[src/rtl/seg_scan_if.sv]
// Display scan bus: numeric source / mask inputs and the decoder/anode outputs.
interface seg_scan_if #(
  parameter int unsigned N_DIGITS = 8
);
  logic [4*N_DIGITS-1:0] value_in;
  logic                  load;
  logic [N_DIGITS-1:0]   digit_en;
  logic                  lz_blank;
  logic [3:0]            bcd_out;
  logic [N_DIGITS-1:0]   anodes;
  logic                  frame_tick;

  // Source side: drives the value and display options, observes the scan
  modport master (
    output value_in, load, digit_en, lz_blank,
    input  bcd_out, anodes, frame_tick
  );

  // Scan controller side
  modport slave (
    input  value_in, load, digit_en, lz_blank,
    output bcd_out, anodes, frame_tick
  );
endinterface

[src/rtl/seg_scan_ctrl.sv]
// Time-multiplexed scan controller for an N-digit common-anode 7-segment display.
// One shared decoder is stepped across the digits with an all-off guard gap per slot;
// the displayed value is double-buffered and swapped only at frame boundaries.
module seg_scan_ctrl #(
  parameter int unsigned N_DIGITS    = 8,
  parameter int unsigned REFRESH_DIV = 100000,
  parameter int unsigned BLANK_GAP   = 16
) (
  input  logic      clk,
  input  logic      rst_n,
  seg_scan_if.slave bus
);

  localparam int unsigned CNT_W = $clog2(REFRESH_DIV);
  localparam int unsigned IDX_W = $clog2(N_DIGITS);

  localparam logic [CNT_W-1:0] GAP_LAST  = CNT_W'(BLANK_GAP - 1);
  localparam logic [CNT_W-1:0] SHOW_LAST = CNT_W'(REFRESH_DIV - BLANK_GAP - 1);
  localparam logic [IDX_W-1:0] IDX_LAST  = IDX_W'(N_DIGITS - 1);

  typedef enum logic {
    ST_GAP  = 1'b0,
    ST_SHOW = 1'b1
  } state_e;

  typedef logic [N_DIGITS-1:0][3:0] nibbles_t;

  state_e              state_q, state_d;
  logic [CNT_W-1:0]    cnt_q, cnt_d;
  logic [IDX_W-1:0]    idx_q, idx_d;
  nibbles_t            shadow_q, shadow_d;
  nibbles_t            active_q, active_d;
  logic                pending_q, pending_d;
  logic [N_DIGITS-1:0] anodes_q, anodes_d;
  logic [3:0]          bcd_q, bcd_d;
  logic                frame_tick_q, frame_tick_d;

  logic [N_DIGITS-1:0] lz_mask;
  logic                dark;

  // Leading-zero mask: digit k blanks when it and every digit above it are zero (digit 0 never)
  always_comb begin
    logic zero_above;
    zero_above = 1'b1;
    lz_mask    = '0;
    for (int k = int'(N_DIGITS) - 1; k >= 1; k--) begin
      zero_above = zero_above && (active_q[k] == 4'h0);
      lz_mask[k] = zero_above;
    end
  end

  // Current digit stays dark when masked off or leading-zero blanked
  assign dark = !bus.digit_en[idx_q] || (bus.lz_blank && lz_mask[idx_q]);

  // Next-state: slot sequencing, anode/decoder drive, double-buffer swap
  always_comb begin
    state_d      = state_q;
    cnt_d        = cnt_q + CNT_W'(1);
    idx_d        = idx_q;
    shadow_d     = shadow_q;
    active_d     = active_q;
    pending_d    = pending_q;
    anodes_d     = anodes_q;
    bcd_d        = bcd_q;
    frame_tick_d = 1'b0;

    unique case (state_q)
      ST_GAP: begin
        if (cnt_q == GAP_LAST) begin
          state_d  = ST_SHOW;
          cnt_d    = '0;
          anodes_d = '1;
          if (!dark) begin
            anodes_d[idx_q] = 1'b0;
          end
        end
      end
      ST_SHOW: begin
        if (cnt_q == SHOW_LAST) begin
          state_d  = ST_GAP;
          cnt_d    = '0;
          anodes_d = '1;
          if (idx_q == IDX_LAST) begin
            idx_d        = '0;
            frame_tick_d = 1'b1;
            // A load landing on the wrap edge defers the swap by one frame
            if (pending_q && !bus.load) begin
              active_d  = shadow_q;
              pending_d = 1'b0;
            end
          end else begin
            idx_d = idx_q + IDX_W'(1);
          end
          // Decoder input settles for the whole gap before the anode turns on
          bcd_d = active_d[idx_d];
        end
      end
      default: begin
        state_d = ST_GAP;
      end
    endcase

    if (bus.load) begin
      shadow_d  = bus.value_in;
      pending_d = 1'b1;
    end
  end

  // State and output registers
  always_ff @(posedge clk or negedge rst_n) begin
    if (!rst_n) begin
      state_q      <= ST_GAP;
      cnt_q        <= '0;
      idx_q        <= '0;
      shadow_q     <= '0;
      active_q     <= '0;
      pending_q    <= 1'b0;
      anodes_q     <= '1;
      bcd_q        <= 4'h0;
      frame_tick_q <= 1'b0;
    end else begin
      state_q      <= state_d;
      cnt_q        <= cnt_d;
      idx_q        <= idx_d;
      shadow_q     <= shadow_d;
      active_q     <= active_d;
      pending_q    <= pending_d;
      anodes_q     <= anodes_d;
      bcd_q        <= bcd_d;
      frame_tick_q <= frame_tick_d;
    end
  end

  assign bus.anodes     = anodes_q;
  assign bus.bcd_out    = bcd_q;
  assign bus.frame_tick = frame_tick_q;

endmodule

[src/flat_wrapper.sv]
// flat-port wrapper written by rule: the top's interface ports become plain ports
module seg_scan_ctrl_flat 
#(
  parameter int unsigned N_DIGITS    = 8,
  parameter int unsigned REFRESH_DIV = 100000,
  parameter int unsigned BLANK_GAP   = 16
)
  (clk, rst_n, bus_value_in, bus_load, bus_digit_en, bus_lz_blank, bus_bcd_out, bus_anodes, bus_frame_tick);
  seg_scan_if #(.N_DIGITS(N_DIGITS)) bus_i ();
  input  logic clk;
  input  logic rst_n;
  input wire logic [$bits(bus_i.value_in)-1:0] bus_value_in;
  input wire logic [$bits(bus_i.load)-1:0] bus_load;
  input wire logic [$bits(bus_i.digit_en)-1:0] bus_digit_en;
  input wire logic [$bits(bus_i.lz_blank)-1:0] bus_lz_blank;
  output wire logic [$bits(bus_i.bcd_out)-1:0] bus_bcd_out;
  output wire logic [$bits(bus_i.anodes)-1:0] bus_anodes;
  output wire logic [$bits(bus_i.frame_tick)-1:0] bus_frame_tick;
  assign bus_i.value_in = bus_value_in;
  assign bus_i.load = bus_load;
  assign bus_i.digit_en = bus_digit_en;
  assign bus_i.lz_blank = bus_lz_blank;
  assign bus_bcd_out = bus_i.bcd_out;
  assign bus_anodes = bus_i.anodes;
  assign bus_frame_tick = bus_i.frame_tick;
  seg_scan_ctrl #(.N_DIGITS(N_DIGITS), .REFRESH_DIV(REFRESH_DIV), .BLANK_GAP(BLANK_GAP)) u_core (.clk(clk), .rst_n(rst_n), .bus(bus_i));
endmodule
[config.mk]
export PLATFORM = sky130hd
export DESIGN_NAME = seg_scan_ctrl_flat
export DESIGN_NICKNAME = d
export VERILOG_FILES = /design/src/rtl/seg_scan_if.sv /design/src/rtl/seg_scan_ctrl.sv /design/src/flat_wrapper.sv
export SDC_FILE = /design/constraint.sdc
export NUM_CORES = 1
export LEC_CHECK = 0
export CORE_ASPECT_RATIO = 0.5
export CORE_MARGIN = 4
export CORE_UTILIZATION = 30
export CTS_BUF_LIST = sky130_fd_sc_hd__clkbuf_4
export DETAILED_ROUTE_END_ITERATION = 10
export GPL_ROUTABILITY_DRIVEN = 1
export SKIP_LAST_GASP = 1
export SYNTH_ARGS = -nofsm -noshare
export SYNTH_HDL_FRONTEND = slang
export SYNTH_SLANG_ARGS = --single-unit
export TNS_END_PERCENT = 10
[constraint.sdc]
create_clock -name clk -period 2.2 [get_ports clk]
set_input_delay 0.44 -clock clk [delete_from_list [all_inputs] [get_ports clk]]
set_output_delay 0.44 -clock clk [all_outputs]
set_load 0.02 [all_outputs]
==> impl_metrics.toml, run 1 <==
[status]
status = "finished clean"

[timing]
fmax_ghz = 0.458
worst_pin_slew_ns = 0.548
grt_setup_unrepaired = "yes"
finalClockSkew_ns = 0.0183
slew_headroom_pct = 63.5
layout_setup_ws_ns = 0.0148
whs_ns = 0.489
finalSetupViolCount = 0
hold_viol_final = 0
min_period_over_period_pct = 99.3
post-route-min-period_ns = 2.19
drv_slew = 0

[routing]
routedWlPerCell_um = 15.6
drt_iter0_markers = 269
ant_nets = 0
drc = 0
via_per_inst = 4.69
drtPass1Iterations = 4
drt-total-wl_um = 10800
vias = 3244

[die]
core_um2 = 15700
fp.dieW_um = 188
fp-row-count = 32
die_area_um2 = 18400
start_util_pct = 31.1
ioPinCount = 57
die_h_um = 98.1

[power_and_ir_drop]
p_per_area_nw_per_um2 = 508
ir_drop_uv = 200
leakage_nw = 2.72
power_w = 0.00311

[clock_tree]
cts_buffer_depth = 2
clock_sinks = 99
clk_latency_ns = 0.47
cts_buffers = 9
h-tree-depth = 3
clkTransAtPathRegs_ns = 0.18
cts_tree = "done"
cts_root_buffer = "clkbuf_4"

[global_routing]
overflow = 0
antenna_found_initial = 1
grt_pass1_wl_um = 17900
grt_usage_pct = 12.2
grt_pass1_vias = 3411
grt_max_degree = 100

[place]
dp_hpwl_um = 7870
portBuffers = 56
place_congestion = 0.810
place_worst_setup_slack_ns = -0.0568

[synthesis]
ys_seq_elements = 99
syn_inst = 378
yosys.area.top_type = "dfrtp_1"
ys_types = 47
synth-edff-count = 0
synth_top_area_share_pct = 46.8
syn-num-nets = 425
syn_area_um2 = 4870
synth_ff_type = "dfrtp_1"
yosysWarnings = 0
ys_async_sr_fraction_pct = 100
syn_avg_cell_area_um2 = 12.9
ys_seq_area_share_pct = 51.1
synth_area_leaders = "dfrtp_1 (47%), mux2_2 (9.5%), mux2_4 (9.3%)"

[worst_setup_path]
critPathRequiredTime_ns = 2.61
crit_top_cell = "ha_4"
cpMaxStageDelayCell = "mux4_2"
crit_start = "u_core.idx_q[0]$_DFFE_PN0P_"
slowest_delay_ns = 0.50
crit_path_end_kind = "flip-flop"
cp-start-kind = "flip-flop"
critPathKind = "reg -> reg"
crit_path_max_fanout = 6
path_cells = "ha_4, ha_4, buf_8, nand3b_1, buf_6, mux4_2, mux2_4, a21oi_2"
arrival_ns = 2.59
r2r_start = "u_core.idx_q[0]$_DFFE_PN0P_"

[cells_and_area]
area_growth_pct = 25.5
drive_gt1_share_pct = 32.8
nets = 511

[min_path]
hold_start = "u_core.cnt_q[0]$_DFF_PN0_"
min_path_type = "reg -> reg"

[flow_run]
maxCapViolations = 0
==> routing by layer <==
metal  routed length [um]  vias up  share of wire (%)  global-route usage (%)
li1                     -     1564                  -                       -
met1                 5420     1606                 50                    17.5
met2                 4760       70                 44                    18.4
met3                  568        4                5.3                    3.14
met4                   55        0               0.51                    2.87
met5                    0        -                  0                       0
==> kinds of logic (layout without fill, tap and decap cells) <==
logic type      after synthesis  after routing  synth area share, %
simple gates                110            110                 13.1
flops                        99             99                 51.1
mux                          86             86                 23.2
compound gates               39             39                 5.40
buf+inv                      26            117                 3.70
xor+xnor                     15             15                 2.70
fa+ha+maj                     3              3                0.771
other cells                   0              2                    0
==> layout make-up <==
class	count	area [um2]
Antenna cell	2	5.00
Clock buffer	9	67.6
Clock inverter	7	72.6
Fill cell	1504	9550
Inverter	3	11.3
Multi-Input combinational cell	253	2240
Sequential cell	99	2490
Tap cell	221	277
Timing Repair Buffer	98	948
==> path summary, 6_finish.rpt <==
check                                                    endpoint  slack [ns]  depth (start not counted)
worst max-delay path            u_core.bus.bcd_out[2]$_DFFE_PN0P_        0.01                          8
worst min-delay path                    u_core.cnt_q[0]$_DFF_PN0_        0.49                          1
worst max register to register  u_core.bus.bcd_out[2]$_DFFE_PN0P_        0.01                          8
worst min register to register          u_core.cnt_q[0]$_DFF_PN0_        0.49                          1
max in group asynchronous        u_core.bus.anodes[1]$_DFFE_PN1P_        1.24                          3
min in group asynchronous              u_core.cnt_q[16]$_DFF_PN0_        0.54                          3
==> worst max-delay path: cells and delay by family, from the launching register on <==
| family | cells | cell delay, ns |
|---|---|---|
| multiplexers | 2 | 0.78 |
| AO/OA/AOI/OAI | 1 | 0.11 |
| AND/OR/NAND/NOR | 1 | 0.14 |
| adder cells (fa/ha/maj) | 2 | 0.35 |
| flip-flops | 1 | 0.46 |
| buffers and inverters | 2 | 0.27 |
==> flip-flops by register name (all words and copies together), names as in the netlist <==
signal	cells
u_core.bus.frame_tick	1
u_core.active_q	32
u_core.bus.anodes	8
u_core.idx_q	3
u_core.state_q	1
u_core.shadow_q	32
u_core.pending_q	1
u_core.cnt_q	17
u_core.bus.bcd_out	4
==> Yosys cell counts, types with 2 or more instances <==
cell / number
nor3_1: 3
o21ai_0: 9
nor2b_1: 3
a21o_1: 2
nor4_1: 14
xnor2_1: 9
nand2b_1: 3
mux4_2: 4
and4_1: 2
o32a_1: 3
buf_4: 2
clkbuf_1: 8
dfstp_2: 8
a21oi_1: 9
mux2_4: 30
nor2_1: 30
a21oi_2: 2
a211oi_1: 9
mux2_2: 41
xor2_1: 6
buf_12: 3
ha_1: 3
buf_2: 3
buf_1: 4
nand2_1: 17
dfrtp_1: 91
and3_1: 6
inv_1: 3
mux2i_1: 10
buf_6: 3
nor4_4: 2
nand3_1: 10
o311ai_0: 2
nand4_1: 4
and4b_1: 8
==> power by group <==
group          leakage, nW  switching, W  internal (W)
registers             1.24     0.0000438       0.00188
logic                 1.40     0.0000813      0.000139
clock network       0.0733      0.000695      0.000266
total                 2.72      0.000820       0.00229
==> metrics by stage <==
step                      util (%)  TNS [ns]  area [um2]  std cells
after global routing          39.0    -0.466        6110        692
final                         39.0         0        6110        692
after CTS                     38.7    -0.196        6050        687
after detailed placement      37.6     -1.31        5890        669
after global placement        37.6    -0.318        5890        669
after floorplan                  -   -0.0374        4890        378
==> cells in the final DEF (no fill, tap or decap), drive strengths merged, types with 2 or more instances in the layout <==
master         synthesis  routed
buf                   15      42
mux4                   5       5
o311ai                 2       2
xor2                   6       6
diode                  0       2
a21oi                 11      11
mux2i                 10      10
or2                    2       2
a21o                   2       2
nand3                 11      11
nor2                  31      31
a211oi                 9       9
nor3                   3       3
mux2                  71      71
and3                   6       6
ha                     3       3
dfstp                  8       8
nand4                  4       4
nor4                  16      16
o32a                   3       3
xnor2                  9       9
clkdlybuf4s50          0      55
and4                   2       2
dfrtp                 91      91
clkinv                 0       3
nor2b                  3       3
o21ai                  9       9
inv                    3       6
and4b                  8       8
nand2                 17      17
nand2b                 3       3
clkbuf                 8       9
==> timing repair <==
| item | CTS | global route |
|---|---|---|
| pin swaps | 0 | 2 |
| hold buffers | 1 | 0 |
| buffers inserted | 1 | 3 |
| resized for setup | 2 | 7 |
| endpoints found under the setup margin | 35 | 31 |
| hold endpoints to repair | 29 | 0 |
Power figures use the tool's default switching activity.
==> inputs of run 2 (changes only) <==
--- a/config.mk
+++ b/config.mk
@@ -11,6 +11,8 @@
 export CTS_BUF_LIST = sky130_fd_sc_hd__clkbuf_4
 export DETAILED_ROUTE_END_ITERATION = 10
 export GPL_ROUTABILITY_DRIVEN = 1
+export GPL_TIMING_DRIVEN = 0
+export MAX_ROUTING_LAYER = met4
 export SKIP_LAST_GASP = 1
 export SYNTH_ARGS = -nofsm -noshare
 export SYNTH_HDL_FRONTEND = slang
==> run 2 against run 1 <==
Effect of this change: the flow now finishes with violations (negative setup slack); first-iteration DRC count decreased by 1.5%; critical path depth increased by 1; global-route usage increased by 0.56 points; non-clock buffer count decreased by 5; critical endpoint is now u_core.bus.bcd_out[1]$_DFFE_PN0P_; design area about the same; register-to-register slack got worse by 0.06 ns; clock skew increased by 0.0025 ns; worst setup slack got worse by 0.056 ns.
==> impl_metrics.toml, run 2 (synthesis results as in run 1) <==
[status]
status = "complete, but fails checks"
violations = "negative setup slack"

[timing]
min_period_over_period_pct = 102
hold_viol_final = 0
tns_ns = -0.128
finalClockSkew_ns = 0.0208
layout_setup_ws_ns = -0.0408
finalSetupViolCount = 4
drv_slew = 0
post-route-min-period_ns = 2.24
grt_setup_unrepaired = "yes"
slew_headroom_pct = 55.7
worst_pin_slew_ns = 0.664
fmax_ghz = 0.446

[clock_tree]
clock_sinks = 99
cts_tree = "done"
cts_root_buffer = "clkbuf_4"
cts_buffers = 9
clk_latency_ns = 0.46
h-tree-depth = 3
clkTransAtPathRegs_ns = 0.16
cts_buffer_depth = 2

[worst_setup_path]
cpMaxStageDelayCell = "mux4_2"
cp-start-kind = "flip-flop"
arrival_ns = 2.66
crit_top_cell = "ha_4"
crit_path_end_kind = "flip-flop"
critPathKind = "reg -> reg"
slowest_delay_ns = 0.48
path_cells = "ha_4, ha_4, buf_8, nor2_8, buf_6, mux2i_1, mux4_2, mux2_2, a21oi_2"
critPathRequiredTime_ns = 2.62
crit_path_max_fanout = 6

[cells_and_area]
layout_commonest_cell = "dfrtp_1"
n_fill_cell = 1506
mostFrequentLayoutCells = "dfrtp_1 (87), clkdlybuf4s50_1 (55), mux2_2 (38)"
nets = 506
largest_registers = "u_core.active_q: 32 flops, u_core.shadow_q: 32 flops, u_core.cnt_q: 17 flops"
area_growth_pct = 25.5
drive_gt1_share_pct = 32.5
antenna_cells = 0
finalNonFillerCells = 685

[routing]
drt_iter0_markers = 265
drc = 0
drt-total-wl_um = 11200
routedWlPerCell_um = 16.4
ant_nets = 0
via_per_inst = 4.76
vias = 3260
drtPass1Iterations = 4

[power_and_ir_drop]
switching_share_pct = 24.0
power_w = 0.00313
combPwrFrac_pct = 7.1
intPower_w = 0.00238
leakage_nw = 2.68
p_clk_share_pct = 31.4
p_per_area_nw_per_um2 = 512
p_switching_w = 0.000750
ir_drop_uv = 232
p_seq_share_pct = 61.5

[global_routing]
grt_max_degree = 55
antenna_found_initial = 0
grt_pass1_vias = 3365
grt_pass1_wl_um = 18000
grt_usage_pct = 12.7
overflow = 0

[place]
placed_cells = 656
place_congestion = 0.784
place_worst_setup_slack_ns = -0.361
portBuffers = 56
dp_hpwl_um = 8120

[die]
ioPinCount = 57
core_um2 = 15700
fp-row-count = 32
fp.dieW_um = 188
start_util_pct = 31.1
die_h_um = 98.1
die_area_um2 = 18400

[min_path]
min_path_type = "reg -> reg"

[flow_run]
maxCapViolations = 0
-- run 2: cell type report --
type	instances	area, um2	area share [%]
Multi-Input combinational cell	253	2300	37.6
Buffer	19	165	2.70
Tap cell	221	277	4.53
Sequential cell	99	2490	40.8
Clock buffer	10	75.1	1.23
Clock inverter	6	66.3	1.09
Inverter	3	11.3	0.184
Timing Repair Buffer	74	723	11.8
-- run 2: metal layers --
layer  track usage (%)  part of all wire [%]  vias to the layer above
met1              18.2                    51                     1666
li1                  -                     -                     1539
met4              2.71                  0.77                        0
met5                 -                     0                        -
met3              3.29                   3.3                        8
met2              18.2                    45                       47
-- run 2: worst max-delay path: cells and delay by family, from the launching register on --
kind                       cells  cell delay (ns)
and+or+nand+nor                1             0.18
AOI/OAI and AO/OA              1             0.12
DFF                            1             0.45
buffers and inverters          2             0.26
muxes                          3             0.84
adders and majority gates      2             0.33
-- run 2: worst paths after layout --
| check | start | to | slack [ns] | cells past startpoint |
|---|---|---|---|---|
| worst max-delay path | u_core.idx_q[0]$_DFFE_PN0P_ | u_core.bus.bcd_out[1]$_DFFE_PN0P_ | -0.04 | 9 |
| worst min-delay path | u_core.cnt_q[2]$_DFF_PN0_ | u_core.cnt_q[2]$_DFF_PN0_ | 0.50 | 1 |
| worst max register to register | u_core.idx_q[0]$_DFFE_PN0P_ | u_core.bus.bcd_out[1]$_DFFE_PN0P_ | -0.04 | 9 |
| worst min register to register | u_core.cnt_q[2]$_DFF_PN0_ | u_core.cnt_q[2]$_DFF_PN0_ | 0.50 | 1 |
| max in group asynchronous | rst_n | u_core.bus.anodes[0]$_DFFE_PN1P_ | 0.95 | 3 |
| min in group asynchronous | rst_n | u_core.cnt_q[16]$_DFF_PN0_ | 0.53 | 2 |
-- run 2: power by group through the flow --
stage / registers [W] / clock network (W) / logic, W
3_5_place_dp: 0.00196 / 0 / 0.000223
2_1_floorplan: 0.00194 / 0 / 0.0000833
6_report: 0.00192 / 0.000983 / 0.000221
3_3_place_gp: 0.00196 / 0 / 0.000214
5_1_grt: 0.00193 / 0.00109 / 0.000245
4_1_cts: 0.00192 / 0.00102 / 0.000226
-- run 2: repair_timing --
| item | 4_1_cts | 5_1_grt |
|---|---|---|
| gates resized for setup | 6 | 19 |
| setup buffers | 8 | 8 |
| hold endpoints to repair | 41 | 0 |
| pin swaps | 2 | 6 |
| setup endpoints to repair | 27 | 43 |
| hold buffers | 1 | 0 |
-- run 2: metrics by stage --
| stage | hold slack [ns] | cell area, um2 | utilization (%) |
|---|---|---|---|
| finish | 0.495 | 6110 | 39.0 |
| global route | 0.518 | 6110 | 39.0 |
| CTS | 0.483 | 6000 | 38.3 |
| detailed placement | 0.464 | 5760 | 36.8 |
| global placement | 0.442 | 5730 | 36.6 |
| floorplan | 0.144 | 4890 | - |
